`src/rtl/key_pkg.sv`:
```
// Shared types and defaults for the push-button debouncer.
// The optional long-press feature is selected with the KEY_LONG_PRESS_EN macro.
package key_pkg;

   typedef enum logic [1:0] {
      IDLE         = 2'b00,
      PRESS_WAIT   = 2'b01,
      PRESSED      = 2'b10,
      RELEASE_WAIT = 2'b11
   } key_state_e;

   localparam int KEY_DEBOUNCE_DEFAULT = 1_000_000;
   localparam int KEY_LONG_DEFAULT     = 100_000_000;

   function automatic int key_cnt_width(input int deb_cycles, input int long_cycles);
      int largest;
      if (deb_cycles > long_cycles) begin
         largest = deb_cycles;
      end else begin
         largest = long_cycles;
      end
      return $clog2(largest + 1);
   endfunction

endpackage

```
`src/rtl/key_debounce_ch.sv`:
```
// One button channel: polarity register, 2-FF synchroniser, debounce FSM and,
// with KEY_LONG_PRESS_EN defined, the hold counter that produces long_press.
module key_debounce_ch
   import key_pkg::*;
#(
   parameter int DEBOUNCE_CYCLES = KEY_DEBOUNCE_DEFAULT,
   parameter int LONG_CYCLES     = KEY_LONG_DEFAULT,
   parameter bit ACTIVE_LOW      = 1'b0
) (
   input  logic clk,
   input  logic rst_n,
   input  logic pin,
   output logic level,
   output logic press,
   output logic release_pulse,
   output logic long_press,
   output logic press_next
);

   localparam int            CW       = key_cnt_width(DEBOUNCE_CYCLES, LONG_CYCLES);
   localparam logic [CW-1:0] DEB_LAST = CW'(DEBOUNCE_CYCLES - 1);
   localparam logic [CW-1:0] CNT_MAX  = {CW{1'b1}};

   logic          in_q, in_d;
   logic          meta_q;
   logic          s_q;
   key_state_e    state_q, state_d;
   logic [CW-1:0] cnt_q, cnt_d;
   logic          level_q, level_d;
   logic          press_q, press_d;
   logic          release_q, release_d;

   // Next-state logic; a bounce during either wait state discards progress.
   always_comb begin
      in_d      = pin ^ ACTIVE_LOW;
      state_d   = state_q;
      cnt_d     = cnt_q;
      level_d   = level_q;
      press_d   = 1'b0;
      release_d = 1'b0;
      case (state_q)
         IDLE: begin
            if (s_q) begin
               state_d = PRESS_WAIT;
               cnt_d   = {CW{1'b0}};
            end else begin
               state_d = IDLE;
            end
         end
         PRESS_WAIT: begin
            if (!s_q) begin
               state_d = IDLE;
            end else if (cnt_q == DEB_LAST) begin
               state_d = PRESSED;
               press_d = 1'b1;
               level_d = 1'b1;
            end else if (cnt_q != CNT_MAX) begin
               cnt_d = cnt_q + CW'(1);
            end else begin
               cnt_d = cnt_q;
            end
         end
         PRESSED: begin
            if (!s_q) begin
               state_d = RELEASE_WAIT;
               cnt_d   = {CW{1'b0}};
            end else begin
               state_d = PRESSED;
            end
         end
         RELEASE_WAIT: begin
            if (s_q) begin
               state_d = PRESSED;
            end else if (cnt_q == DEB_LAST) begin
               state_d   = IDLE;
               release_d = 1'b1;
               level_d   = 1'b0;
            end else if (cnt_q != CNT_MAX) begin
               cnt_d = cnt_q + CW'(1);
            end else begin
               cnt_d = cnt_q;
            end
         end
         default: begin
            state_d = IDLE;
            cnt_d   = {CW{1'b0}};
            level_d = 1'b0;
         end
      endcase
   end

   always_ff @(posedge clk or negedge rst_n) begin
      if (!rst_n) begin
         in_q      <= 1'b0;
         meta_q    <= 1'b0;
         s_q       <= 1'b0;
         state_q   <= IDLE;
         cnt_q     <= {CW{1'b0}};
         level_q   <= 1'b0;
         press_q   <= 1'b0;
         release_q <= 1'b0;
      end else begin
         in_q      <= in_d;
         meta_q    <= in_q;
         s_q       <= meta_q;
         state_q   <= state_d;
         cnt_q     <= cnt_d;
         level_q   <= level_d;
         press_q   <= press_d;
         release_q <= release_d;
      end
   end

`ifdef KEY_LONG_PRESS_EN
   localparam logic [CW-1:0] HOLD_LAST = CW'(LONG_CYCLES - 1);
   localparam logic [CW-1:0] HOLD_SAT  = CW'(LONG_CYCLES);

   logic [CW-1:0] hold_q, hold_d;
   logic          long_q, long_d;

   // Hold time keeps running through RELEASE_WAIT and parks at HOLD_SAT so it fires once.
   always_comb begin
      hold_d = hold_q;
      long_d = 1'b0;
      if (press_d) begin
         hold_d = {CW{1'b0}};
      end else if (((state_q == PRESSED) || (state_q == RELEASE_WAIT)) && (hold_q < HOLD_SAT)) begin
         hold_d = hold_q + CW'(1);
         if (hold_q == HOLD_LAST) begin
            long_d = 1'b1;
         end else begin
            long_d = 1'b0;
         end
      end else begin
         hold_d = hold_q;
      end
   end

   always_ff @(posedge clk or negedge rst_n) begin
      if (!rst_n) begin
         hold_q <= {CW{1'b0}};
         long_q <= 1'b0;
      end else begin
         hold_q <= hold_d;
         long_q <= long_d;
      end
   end

   assign long_press = long_q;
`else
   assign long_press = 1'b0;
`endif

   assign level         = level_q;
   assign press         = press_q;
   assign release_pulse = release_q;
   assign press_next    = press_d;

endmodule

```
`src/rtl/key_debounce.sv`:
```
// N independent debounce channels plus the registered any_press OR.
// Long-press detection is built only when KEY_LONG_PRESS_EN is defined.
module key_debounce
   import key_pkg::*;
#(
   parameter int N               = 6,
   parameter int DEBOUNCE_CYCLES = KEY_DEBOUNCE_DEFAULT,
   parameter int LONG_CYCLES     = KEY_LONG_DEFAULT,
   parameter int ACTIVE_LOW      = 0
) (
   input  logic         clk,
   input  logic         rst_n,
   input  logic [N-1:0] swb,
   output logic [N-1:0] level,
   output logic [N-1:0] press,
   output logic [N-1:0] release_pulse,
   output logic [N-1:0] long_press,
   output logic         any_press
);

   logic [N-1:0] press_next;
   logic         any_press_q, any_press_d;

   for (genvar g = 0; g < N; g++) begin : g_ch
      key_debounce_ch #(
         .DEBOUNCE_CYCLES (DEBOUNCE_CYCLES),
         .LONG_CYCLES     (LONG_CYCLES),
         .ACTIVE_LOW      (ACTIVE_LOW != 0)
      ) u_ch (
         .clk           (clk),
         .rst_n         (rst_n),
         .pin           (swb[g]),
         .level         (level[g]),
         .press         (press[g]),
         .release_pulse (release_pulse[g]),
         .long_press    (long_press[g]),
         .press_next    (press_next[g])
      );
   end

   // Built from the channels' next-press terms so it lands in the same cycle as press.
   always_comb begin
      any_press_d = |press_next;
   end

   always_ff @(posedge clk or negedge rst_n) begin
      if (!rst_n) begin
         any_press_q <= 1'b0;
      end else begin
         any_press_q <= any_press_d;
      end
   end

   assign any_press = any_press_q;

endmodule

```
`config.mk`:
```
export PLATFORM = sky130hd
export DESIGN_NAME = key_debounce
export DESIGN_NICKNAME = d
export VERILOG_FILES = /design/src/rtl/key_pkg.sv /design/src/rtl/key_debounce_ch.sv /design/src/rtl/key_debounce.sv
export SDC_FILE = /design/constraint.sdc
export NUM_CORES = 1
export LEC_CHECK = 0
export BUFFER_PORTS_ARGS = -buffer_cell sky130_fd_sc_hd__buf_2
export CELL_PAD_IN_SITES_DETAIL_PLACEMENT = 1
export CELL_PAD_IN_SITES_GLOBAL_PLACEMENT = 1
export CORE_MARGIN = 2
export CORE_UTILIZATION = 45
export CTS_CLUSTER_SIZE = 25
export DETAILED_ROUTE_END_ITERATION = 6
export PLACE_DENSITY = 0.77
export RECOVER_POWER = 25
export SETUP_SLACK_MARGIN = 0.02
export SYNTH_ARGS = -nofsm -noshare
export SYNTH_HDL_FRONTEND = slang
export SYNTH_SLANG_ARGS = --single-unit
```
`constraint.sdc`:
```
create_clock -name clk -period 3.7 [get_ports clk]
set_input_delay 0.37 -clock clk [delete_from_list [all_inputs] [get_ports clk]]
set_output_delay 0.37 -clock clk [all_outputs]
set_load 0.05 [all_outputs]
```
==> impl_metrics.ini, run 1 <==
[timing]
unrepaired_setup_endpoints_after_global_routing = false
clock-skew-final_ps = 21.3
period_minus_slack_ps = 2830
fin_crit_sh_pct = 76.4
max_freq_ghz = 0.354
worst_slew_margin_rel_pct = -31.1
hold_slack_ps = 342
max_slew.worst_pin.slew_ps = 1970
worst_slack_ps = 872
final_hold_viol_count = 0
setup_viol = 0
drv_slew = 74
fin_tns_setup_ps = 0

[route]
drcViolationCount = 0
drtIter0Drc = 604
via_count = 10900
vias_per_cell = 6.35
wl_per_cell_um = 19.4
drt_wl_total_um = 33200
ant_nets = 0
dr.pass1.iters = 6

[critical_path]
worst-endpoint-required_ps = 4100
reg2reg_slack_ps = 870
worstSetupStartpointType = flip-flop
rr_worst_depth = 7
worst_r2r_startpoint = g_ch[4].u_ch.cnt_q[0]$_DFFE_PN0P_
worst-path-max-fanout = 15
end_kind = flip-flop
path_type_of_the_worst_setup_path = reg -> reg
crit_path_dat_ps = 3220
crit-reg2reg-capture = g_ch[4].u_ch.cnt_q[13]$_DFFE_PN0P_

[logic_synthesis]
synth-warning-count = 0
main_synth_ff_type = dfrtp_1
synth_top_cell_area_share_pct = 43.4
synth-compound-area-share_pct = 16.4
post_synth_mux_area_share_pct = 1.53
synth_top_cell_by_area = dfrtp_1
asyncSetResetFlopFracSynth_pct = 100
synth_top_cells_by_area = dfrtp_1 (43%), nand2_1 (5.2%), nand3_1 (4.9%), nand4_1 (3.2%), a22o_1 (2.8%)
synth_top_family_by_area = simple AND/OR/NAND/NOR gates
post_synth_num_cell_types = 76
yosysSeqAreaShare_pct = 43.4
post_synth_fa_ha_maj_area_fraction_pct = 0.618
synth_xor_xnor_area_share_pct = 2.23
synthCells = 1374
synth_area_um2 = 12200
synth_enable_flop_cells = 0
synth-simple-area-share_pct = 30.9
ys_ff_latch = 211
avgSynthCellArea_um2 = 8.85

[grt]
track_usage_pct = 23.7
first_pass_grt_wire_length_um = 56900
first_global_vias = 11000
grt_max_degree = 79
antenna_found_initial = 0
grt_remaining_overflow = 0

[min_path]
min_delay_path_depth = 0
worstHoldStart = g_ch[3].u_ch.in_q$_DFF_PN0_
hold_path_end = g_ch[3].u_ch.meta_q$_DFF_PN0_
min_path_type = reg -> reg

[layout]
finalNetCount = 1364
filler_cell_count = 3132
layout_common_cells = dfrtp_1 (211), nand2_1 (167), nand3_1 (120)
syn2layout_area_growth_pct = 9.97
final_layout_size_suffix_gt1_share_pct = 9.13
layout_commonest_cell = dfrtp_1
diodes = 0

[clock_tree]
buffers_inserted_during_post_cts_setup_optimization = 0
cts_buf_count = 26
cts_hold_buf = 7
cts.reportedPaths.clkPinSlew_ps = 60
cts_num_sinks = 211
cts_resized = 0
cts.htree.levels = 1
clock_tree.root_cell = clkbuf_16
clkLatencyLatePin_ps = 530
clk_path_buf_depth = 3
cts_tree = built

[placement]
place_congestion = 0.891
numPortBuffers = 26
dp_worst_setup_slack_ps = 903
detailedPlacementHpwl_um = 22200

[floorplanning]
num_rows = 60
start_util_pct = 45.5
die_width_um = 168
design.core.area_um2 = 26700
floorplan.io_pins = 33
die_height_um = 168
dieArea_um2 = 28300

[run_status]
status = finished, violations left
violations_in_the_final_reports = max-capacitance violations, max-slew violations

[pwr]
power.ir.vdd_worst_uv = 328
p_per_area_nw_per_um2 = 404
total_leakage_power_nw = 5.48

[flow_run]
cap_violations = 1
-- power by group --
group	total (W)	internal (W)	switching, W
registers	0.00244	0.00236	0.0000796
clock network	0.00266	0.00165	0.00101
logic	0.000301	0.0000942	0.000207
-- Yosys cell counts (26+ instances only) --
library cell and count:
o211ai_1 31, nand2_1 167, nor2_1 78, clkbuf_1 73, or3_1 28, nor3_1 33, o21ai_0 65, a21oi_1 35
nand3_1 120, and3_1 33, a22o_1 39, a31oi_1 34, nor4_1 26, nand4_1 63, dfrtp_1 211
-- registers in the layout, indices dropped and copies added (netlist names), named ones only --
| register | count |
|---|---|
| any_press | 1 |
| g_ch.u_ch.cnt_q | 162 |
| g_ch.u_ch.in_q | 6 |
| g_ch.u_ch.level | 6 |
| g_ch.u_ch.meta_q | 6 |
| g_ch.u_ch.press | 6 |
| g_ch.u_ch.release_pulse | 6 |
| g_ch.u_ch.s_q | 6 |
| g_ch.u_ch.state_q | 6 |
-- worst max-delay path by stage --
stage,startpoint,to,slack (ps),depth (start not counted)
after detailed placement,g_ch[4].u_ch.cnt_q[0]$_DFFE_PN0P_,g_ch[4].u_ch.cnt_q[13]$_DFFE_PN0P_,900,7
after global placement,g_ch[4].u_ch.cnt_q[0]$_DFFE_PN0P_,g_ch[4].u_ch.cnt_q[13]$_DFFE_PN0P_,1070,7
after global routing,g_ch[4].u_ch.cnt_q[0]$_DFFE_PN0P_,g_ch[4].u_ch.cnt_q[13]$_DFFE_PN0P_,710,7
final,g_ch[4].u_ch.cnt_q[0]$_DFFE_PN0P_,g_ch[4].u_ch.cnt_q[13]$_DFFE_PN0P_,870,7
after CTS,g_ch[4].u_ch.cnt_q[0]$_DFFE_PN0P_,g_ch[4].u_ch.cnt_q[13]$_DFFE_PN0P_,880,7
after floorplan,g_ch[5].u_ch.cnt_q[0]$_DFFE_PN0P_,g_ch[5].u_ch.cnt_q[19]$_DFFE_PN0P_,1390,8
-- critical path, cell delays in order, from the launching register on --
cell	delay (ps)
dfrtp_1	420
ha_1	230
nand3_1	130
or4_1	540
o32ai_1	490
a21o_1	600
or2_2	230
o31ai_1	70
-- cell type report --
class	instances	area, um^2	share of cell area [%]
inverters	16	60.1	0.449
flip-flops and latches	211	5280	39.5
repair buffers	53	360	2.70
multi-input cells	1042	6340	47.4
well taps	341	427	3.19
clock inverters	11	133	0.992
clock buffers	36	769	5.76
-- per-layer routing --
metal | share of wire, % | track usage [%]
met5 | 0 | 0
met4 | 1.9 | 5.40
met3 | 3.1 | 2.33
met2 | 48 | 39.6
met1 | 47 | 33.4
-- cell families (layout without fill, tap and decap cells) --
logic type | Yosys count | in the layout
other | 1 | 6
AOI/OAI and AO/OA | 289 | 289
muxes | 18 | 18
xor gates and xnor gates | 31 | 31
buffers and inverters | 126 | 116
DFF | 211 | 211
adders and majority gates | 6 | 6
and+or+nand+nor | 692 | 692
-- metrics by stage --
step / power [W] / instances / instance area [um^2] / util, %
after floorplan: 0.00265 / 1379 / 12200 / -
after global placement: 0.00276 / 1656 / 12400 / 46.4
after detailed placement: 0.00278 / 1656 / 12400 / 46.4
after CTS: 0.00548 / 1710 / 13400 / 50.1
after global routing: 0.00559 / 1710 / 13400 / 50.0
final: 0.00540 / 1710 / 13400 / 50.0
(Power assumes the default switching activity.)
==> run 2: changes to the inputs <==
ABC_AREA = 1   (was default)
CORE_UTILIZATION = 42   (was 45)
PLACE_DENSITY = 0.8   (was 0.77)
clock period = 2.5 ns   (was 3.7 ns; I/O delays follow)
==> run 2 against run 1 <==
  * The flow still finishes with violations (max-capacitance violations, max-slew violations)
  * Critical path depth up 3
  * Utilization down 3.4 points
  * Sequential cell count unchanged
  * Clock power up 38%
  * Sequential power up 44%
  * Die area up 18%
  * Final cell count up 42%
  * Largest power group unchanged
  * Highest routed layer unchanged
==> impl_metrics.ini, run 2 <==
[logic_synthesis]
main_synth_ff_type = dfrtp_1
post_synth_mux_area_share_pct = 0
synth_xor_xnor_area_share_pct = 3.52
avgSynthCellArea_um2 = 6.74
ys_ff_latch = 211
synth_area_um2 = 13400
synth-warning-count = 0
synth-simple-area-share_pct = 43.3
synthCells = 1994
top_count_cell_post_synth = nand2_1
synth_top_cell_by_area = dfrtp_1
netlist_top_cells_count = nand2_1 (676), nor2_1 (325), nand3_1 (218), dfrtp_1 (211), inv_1 (163)
asyncSetResetFlopFracSynth_pct = 100
synth_top_cell_area_share_pct = 39.3
synth-compound-area-share_pct = 4.84
synth_top_family_by_area = simple AND/OR/NAND/NOR gates
yosysSeqAreaShare_pct = 39.3
post_synth_num_cell_types = 42
synth_enable_flop_cells = 0
synth_top_cells_by_area = dfrtp_1 (39%), nand2_1 (19%), nor2_1 (9.1%), nand3_1 (8.1%), inv_1 (4.6%)
post_synth_fa_ha_maj_area_fraction_pct = 0.559

[grt]
first_global_vias = 13600
first_pass_grt_wire_length_um = 65900
antenna_found_initial = 0
grt_max_degree = 80
grt_remaining_overflow = 0
track_usage_pct = 23.5

[layout]
top_register = g_ch.u_ch.cnt_q
filler_cell_count = 4150
layout_common_cells = nand2_1 (675), nor2_1 (325), nand3_1 (218)
diodes = 0
layout_commonest_cell = nand2_1
finalNetCount = 2024
syn2layout_area_growth_pct = 9.60
final_layout_size_suffix_gt1_share_pct = 7.05
max_ffs_per_register = 162

[route]
via_count = 12900
drt_wl_total_um = 38100
wl_per_cell_um = 15.7
dr.pass1.iters = 4
ant_nets = 0
drtIter0Drc = 604
vias_per_cell = 5.31
drcViolationCount = 0

[critical_path]
worst-path-max-fanout = 36
crit-reg2reg-capture = g_ch[2].u_ch.cnt_q[18]$_DFFE_PN0P_
crit_path_dat_ps = 2660
crit_path_top_delay_cell = dfrtp_1
cp_common_cell = nand3_1
rr_worst_depth = 10
critPathBufInv = 2
worst_path_largest_cell_delay_ps = 430
worst-endpoint-required_ps = 2940
path_type_of_the_worst_setup_path = reg -> reg
end_kind = flip-flop
worst_r2r_startpoint = g_ch[2].u_ch.cnt_q[0]$_DFFE_PN0P_
reg2reg_slack_ps = 290
critical_path.cell_chain = ha_1 -> nand3_1 -> inv_1 -> nand3_1 -> nor2_4 -> nand4_1 -> nand2_2 -> buf_12 -> nand2_1 -> o21ai_0
worstSetupStartpointType = flip-flop
cpLargestDelayFamily = simple AND/OR/NAND/NOR gates

[pwr]
p_per_area_nw_per_um2 = 518
total_leakage_power_nw = 7.07
power.ir.vdd_worst_uv = 483
power.total_w = 0.00762

[floorplanning]
start_util_pct = 42.6
design.core.area_um2 = 31600
num_rows = 65
dieArea_um2 = 33400
die_height_um = 183
floorplan.io_pins = 33
die_width_um = 183

[placement]
numPortBuffers = 26
place_congestion = 0.861
detailedPlacementHpwl_um = 27400

[min_path]
hold_path_end = g_ch[2].u_ch.s_q$_DFF_PN0_
worstHoldStart = g_ch[2].u_ch.meta_q$_DFF_PN0_
min_path_type = reg -> reg
min_delay_path_depth = 0

[clock_tree]
clkLatencyLatePin_ps = 530
cts.reportedPaths.clkPinSlew_ps = 60
cts.htree.levels = 1
clk_path_buf_depth = 3
cts_buf_count = 26
cts_num_sinks = 211
buffers_inserted_during_post_cts_setup_optimization = 0
clock_tree.root_cell = clkbuf_16
cts_tree = built

[timing]
period_minus_slack_ps = 2210
unrepaired_setup_endpoints_after_global_routing = false
drv_slew = 77
setup_viol = 0
fin_crit_sh_pct = 88.6
max_freq_ghz = 0.452
fin_tns_setup_ps = 0
max_slew.worst_pin.slew_ps = 2020
final_hold_viol_count = 0
clock-skew-final_ps = 10.4
worst_slew_margin_rel_pct = -35.0

[flow_run]
cap_violations = 1

[run_status]
violations_in_the_final_reports = max-capacitance violations, max-slew violations
status = finished, violations left
-- run 2: cell types whose count changed after synthesis, moves of 27 or more --
cell and delta:
or3_1 -28, nand3_1 +98, and3_1 -31, a31oi_1 -30, a22o_1 -39, o211ai_1 -27, nand2_1 +509, nand4_1 -29
clkbuf_1 -52, nor2_1 +247, inv_1 +148
-- run 2: where the power goes --
part / internal, W / leakage, nW / switching [W] / total, W
combinational: 0.000101 / 3.78 / 0.000324 / 0.000425
sequential: 0.00347 / 2.88 / 0.0000522 / 0.00352
clock: 0.00219 / 0.412 / 0.00149 / 0.00368
total: 0.00576 / 7.07 / 0.00186 / 0.00762
-- run 2: cell families after synthesis --
kind of cell	Yosys count
buf+inv	244
fa+ha+maj	6
other cells	1
simple gates	1361
xor+xnor	54
flops	211
compound gates	117
-- run 2: area by class of cell --
class / instances / area [um^2] / area share (%)
clock buffers: 39 / 761 / 5.17
multi-input cells: 1544 / 7040 / 47.8
inverters: 167 / 627 / 4.26
repair buffers: 60 / 450 / 3.06
clock inverters: 8 / 65.1 / 0.442
flip-flops and latches: 211 / 5280 / 35.9
well taps: 402 / 503 / 3.42
-- run 2: per-stage QoR --
step	setup slack [ps]	area [um^2]	utilization [%]	cells	hold slack, ps
2_1_floorplan	691	13500	-	1999	-45.6
3_3_place_gp	285	13800	43.9	2377	285
3_5_place_dp	183	13800	43.9	2377	293
4_1_cts	171	14700	46.7	2431	320
5_1_grt	34.7	14700	46.7	2431	356
6_report	286	14700	46.7	2431	348
-- run 2: how the worst max path moves through the flow --
| stage | from | to | cells after the start | slack, ps |
|---|---|---|---|---|
| floorplan | g_ch[3].u_ch.cnt_q[0]$_DFFE_PN0P_ | g_ch[3].u_ch.cnt_q[18]$_DFFE_PN0P_ | 11 | 690 |
| detailed placement | g_ch[1].u_ch.cnt_q[0]$_DFFE_PN0P_ | g_ch[1].u_ch.cnt_q[19]$_DFFE_PN0P_ | 10 | 180 |
| global route | rst_n | g_ch[2].u_ch.cnt_q[1]$_DFFE_PN0P_ | 3 | 30 |
| finish | g_ch[2].u_ch.cnt_q[0]$_DFFE_PN0P_ | g_ch[2].u_ch.cnt_q[18]$_DFFE_PN0P_ | 10 | 290 |
| global placement | g_ch[0].u_ch.cnt_q[0]$_DFFE_PN0P_ | g_ch[0].u_ch.cnt_q[13]$_DFFE_PN0P_ | 10 | 290 |
| CTS | g_ch[1].u_ch.cnt_q[0]$_DFFE_PN0P_ | g_ch[1].u_ch.cnt_q[19]$_DFFE_PN0P_ | 10 | 170 |
-- run 2: layer usage --
| metal | vias up | global-route usage [%] | wire length, um |
|---|---|---|---|
| met5 | - | 0 | 0 |
| met1 | 6403 | 29.9 | 17300 |
| met3 | 49 | 2.32 | 880 |
| met2 | 134 | 42.8 | 19100 |
| met4 | 0 | 5.54 | 763 |
| li1 | 6329 | - | - |
-- run 2: repair_timing --
action	in CTS	in global routing
hold buffers	7	0
endpoints found under the setup margin	0	34
resized for setup	0	2
hold endpoints to repair	80	0
==> run 3: changes to the inputs <==
CORE_MARGIN = default   (was 2)
==> run 3 against run 2 <==
  * The run still ends with max-capacitance violations, max-slew violations left
  * Register-to-register slack worse by 20 ps
  * Via count is 0.93% lower
  * Critical endpoint is now g_ch[5].u_ch.cnt_q[10]$_DFFE_PN0P_
  * Total power up 2.3%
  * Clock power is 5% higher
  * Largest cell class unchanged
  * Final cell count stayed put
  * Count of clock-buffer cells in the layout shrank 4
  * Design area up 0.47%
  * Worst setup slack worse by 21 ps
  * Non-clock buffer count did not move
  * Sequential cell count stayed put
  * Critical path depth is the same
  * Global-route usage rose by 0.52 points
==> impl_metrics.ini, run 3 (same netlist as run 2, synthesis figures left out) <==
[run_status]
status = finished, violations left
violations_in_the_final_reports = max-capacitance violations, max-slew violations

[critical_path]
cp_common_cell = nand3_2
reg2reg_slack_ps = 260
crit_path_top_delay_cell = dfrtp_1
startpoint = g_ch[5].u_ch.cnt_q[0]$_DFFE_PN0P_
crit_path_dat_ps = 2660
worst_path_largest_cell_delay_ps = 410
worst-path-max-fanout = 18
worstSetupStartpointType = flip-flop
worst_r2r_startpoint = g_ch[5].u_ch.cnt_q[0]$_DFFE_PN0P_
crit-reg2reg-capture = g_ch[5].u_ch.cnt_q[10]$_DFFE_PN0P_
end_kind = flip-flop
worst-endpoint-required_ps = 2920
path_type_of_the_worst_setup_path = reg -> reg
critical_path.cell_chain = ha_1 -> nand3_2 -> inv_1 -> nand3_2 -> nor2_4 -> nand3_2 -> nand3_4 -> nand2_2 -> nand2_1 -> nand2_1
rr_worst_depth = 10

[placement]
placed_cells = 2377
detailedPlacementHpwl_um = 27100
placement.cell_area_um2 = 13800
numPortBuffers = 26
place_congestion = 0.898

[pwr]
power.combinational.fraction_pct = 5.5
switching_share_pct = 23.9
p_per_area_nw_per_um2 = 527
internal_power_w = 0.00593
power.ir.vdd_worst_uv = 557
total_leakage_power_nw = 7.09
clkPwrFrac_pct = 49.4
p_sw_w = 0.00186
pwr-share-seq_pct = 45.1

[route]
vias_per_cell = 5.26
drtIter0Drc = 624
via_count = 12800
drt_wl_total_um = 37600
wl_per_cell_um = 15.5
met3_wirelength_um = 1090
dr.pass1.iters = 5
met1_length_um = 16700
highest-signal-layer = met4
met2_wirelength_um = 18800
ant_nets = 0
drcViolationCount = 0

[floorplanning]
die_width_um = 181
design.core.area_um2 = 31600
dieArea_um2 = 32700
die_height_um = 181
num_rows = 65
start_util_pct = 42.6
floorplan.io_pins = 33

[timing]
clock-skew-final_ps = 15.1
setup_viol = 0
unrepaired_setup_endpoints_after_global_routing = false
drv_slew = 78
max_freq_ghz = 0.447
max_slew.worst_pin.slew_ps = 2030
fin_crit_sh_pct = 89.4
fin_tns_setup_ps = 0
worst_slew_margin_rel_pct = -35.0
period_minus_slack_ps = 2240
final_hold_viol_count = 0

[grt]
first_pass_grt_wire_length_um = 65800
antenna_found_initial = 1
grt_max_degree = 81
first_global_vias = 13800
grt_remaining_overflow = 0
track_usage_pct = 24.0

[layout]
instances_no_fill = 2431
top_register = g_ch.u_ch.cnt_q
postLayoutCellArea_um2 = 14800
max_ffs_per_register = 162
layout_commonest_cell = nand2_1
syn2layout_area_growth_pct = 10.1
layout_common_cells = nand2_1 (676), nor2_1 (325), nand3_1 (218)
finalNetCount = 2024
final_layout_size_suffix_gt1_share_pct = 7.20

[clock_tree]
cts_buf_count = 26
cts_tree = built
clock_tree.root_cell = clkbuf_16
clkLatencyLatePin_ps = 550
cts.reportedPaths.clkPinSlew_ps = 60
cts_num_sinks = 211
clk_path_buf_depth = 3
cts.htree.levels = 1

[flow_run]
cap_violations = 1

[min_path]
hold_path_end = g_ch[2].u_ch.in_q$_DFF_PN0_
worstHoldStart = swb[2]
min_path_type = in -> reg
min_delay_path_depth = 2
run 3: cell types whose count changed in the layout (fill, tap and decap cells not counted), sizes merged:
| cell | delta |
|---|---|
| clkinv | -1 |
| bufinv | +2 |
| clkinvlp | +2 |
| buf | +2 |
| diode | +1 |
| clkbuf | -6 |
run 3: critical path: cells and delay by family (launching register included):
family,cells,cell delay [ps]
buffers and inverters,1,170
and+or+nand+nor,8,1280
DFF,1,410
adders and majority gates,1,220
run 3: per-layer routing:
layer	vias to the layer above	global-route usage, %
met3	73	3.02
met4	0	6.80
met2	168	43.6
met1	6225	29.6
met5	-	0
li1	6329	-
run 3: area by class of cell:
type	count	area, um^2
tap	402	503
antenna	1	2.50
inverter	167	627
clock buffer	35	736
timing repair buffer	60	465
sequential	211	5280
clock inverter	11	139
multi-input combinational	1544	7040
fill	4164	16800
run 3: repair_timing:
action / 4_1_cts / 5_1_grt
endpoints found under the hold margin: 80 / 0
endpoints found under the setup margin: 0 / 29
hold buffers: 7 / 0
setup buffers: 0 / 0
gates resized for setup: 0 / 2
run 3: worst max path at each step:
stage | end | slack (ps) | depth (start not counted)
floorplan | g_ch[3].u_ch.cnt_q[18]$_DFFE_PN0P_ | 690 | 11
global placement | g_ch[0].u_ch.cnt_q[8]$_DFFE_PN0P_ | 260 | 11
detailed placement | g_ch[1].u_ch.cnt_q[15]$_DFFE_PN0P_ | 190 | 10
CTS | g_ch[1].u_ch.cnt_q[6]$_DFFE_PN0P_ | 180 | 10
global route | g_ch[2].u_ch.cnt_q[4]$_DFFE_PN0P_ | 50 | 2
finish | g_ch[5].u_ch.cnt_q[10]$_DFFE_PN0P_ | 260 | 10
run 3: metrics by stage:
stage / total power [W] / utilization (%) / setup WS (ps) / hold WS [ps]
2_1_floorplan: 0.00383 / - / 691 / -45.6
3_3_place_gp: 0.00399 / 43.9 / 261 / 301
3_5_place_dp: 0.00400 / 43.9 / 191 / 308
4_1_cts: 0.00791 / 46.9 / 185 / 329
5_1_grt: 0.00809 / 46.9 / 47.3 / 330
6_report: 0.00780 / 46.9 / 265 / 346
run 3: power groups by stage:
stage | Sequential [W] | Clock (W) | Combinational, W
after floorplan | 0.00356 | 0 | 0.000270
after global placement | 0.00357 | 0 | 0.000414
after detailed placement | 0.00358 | 0 | 0.000425
after CTS | 0.00352 | 0.00395 | 0.000438
after global routing | 0.00352 | 0.00408 | 0.000483
final | 0.00352 | 0.00385 | 0.000425
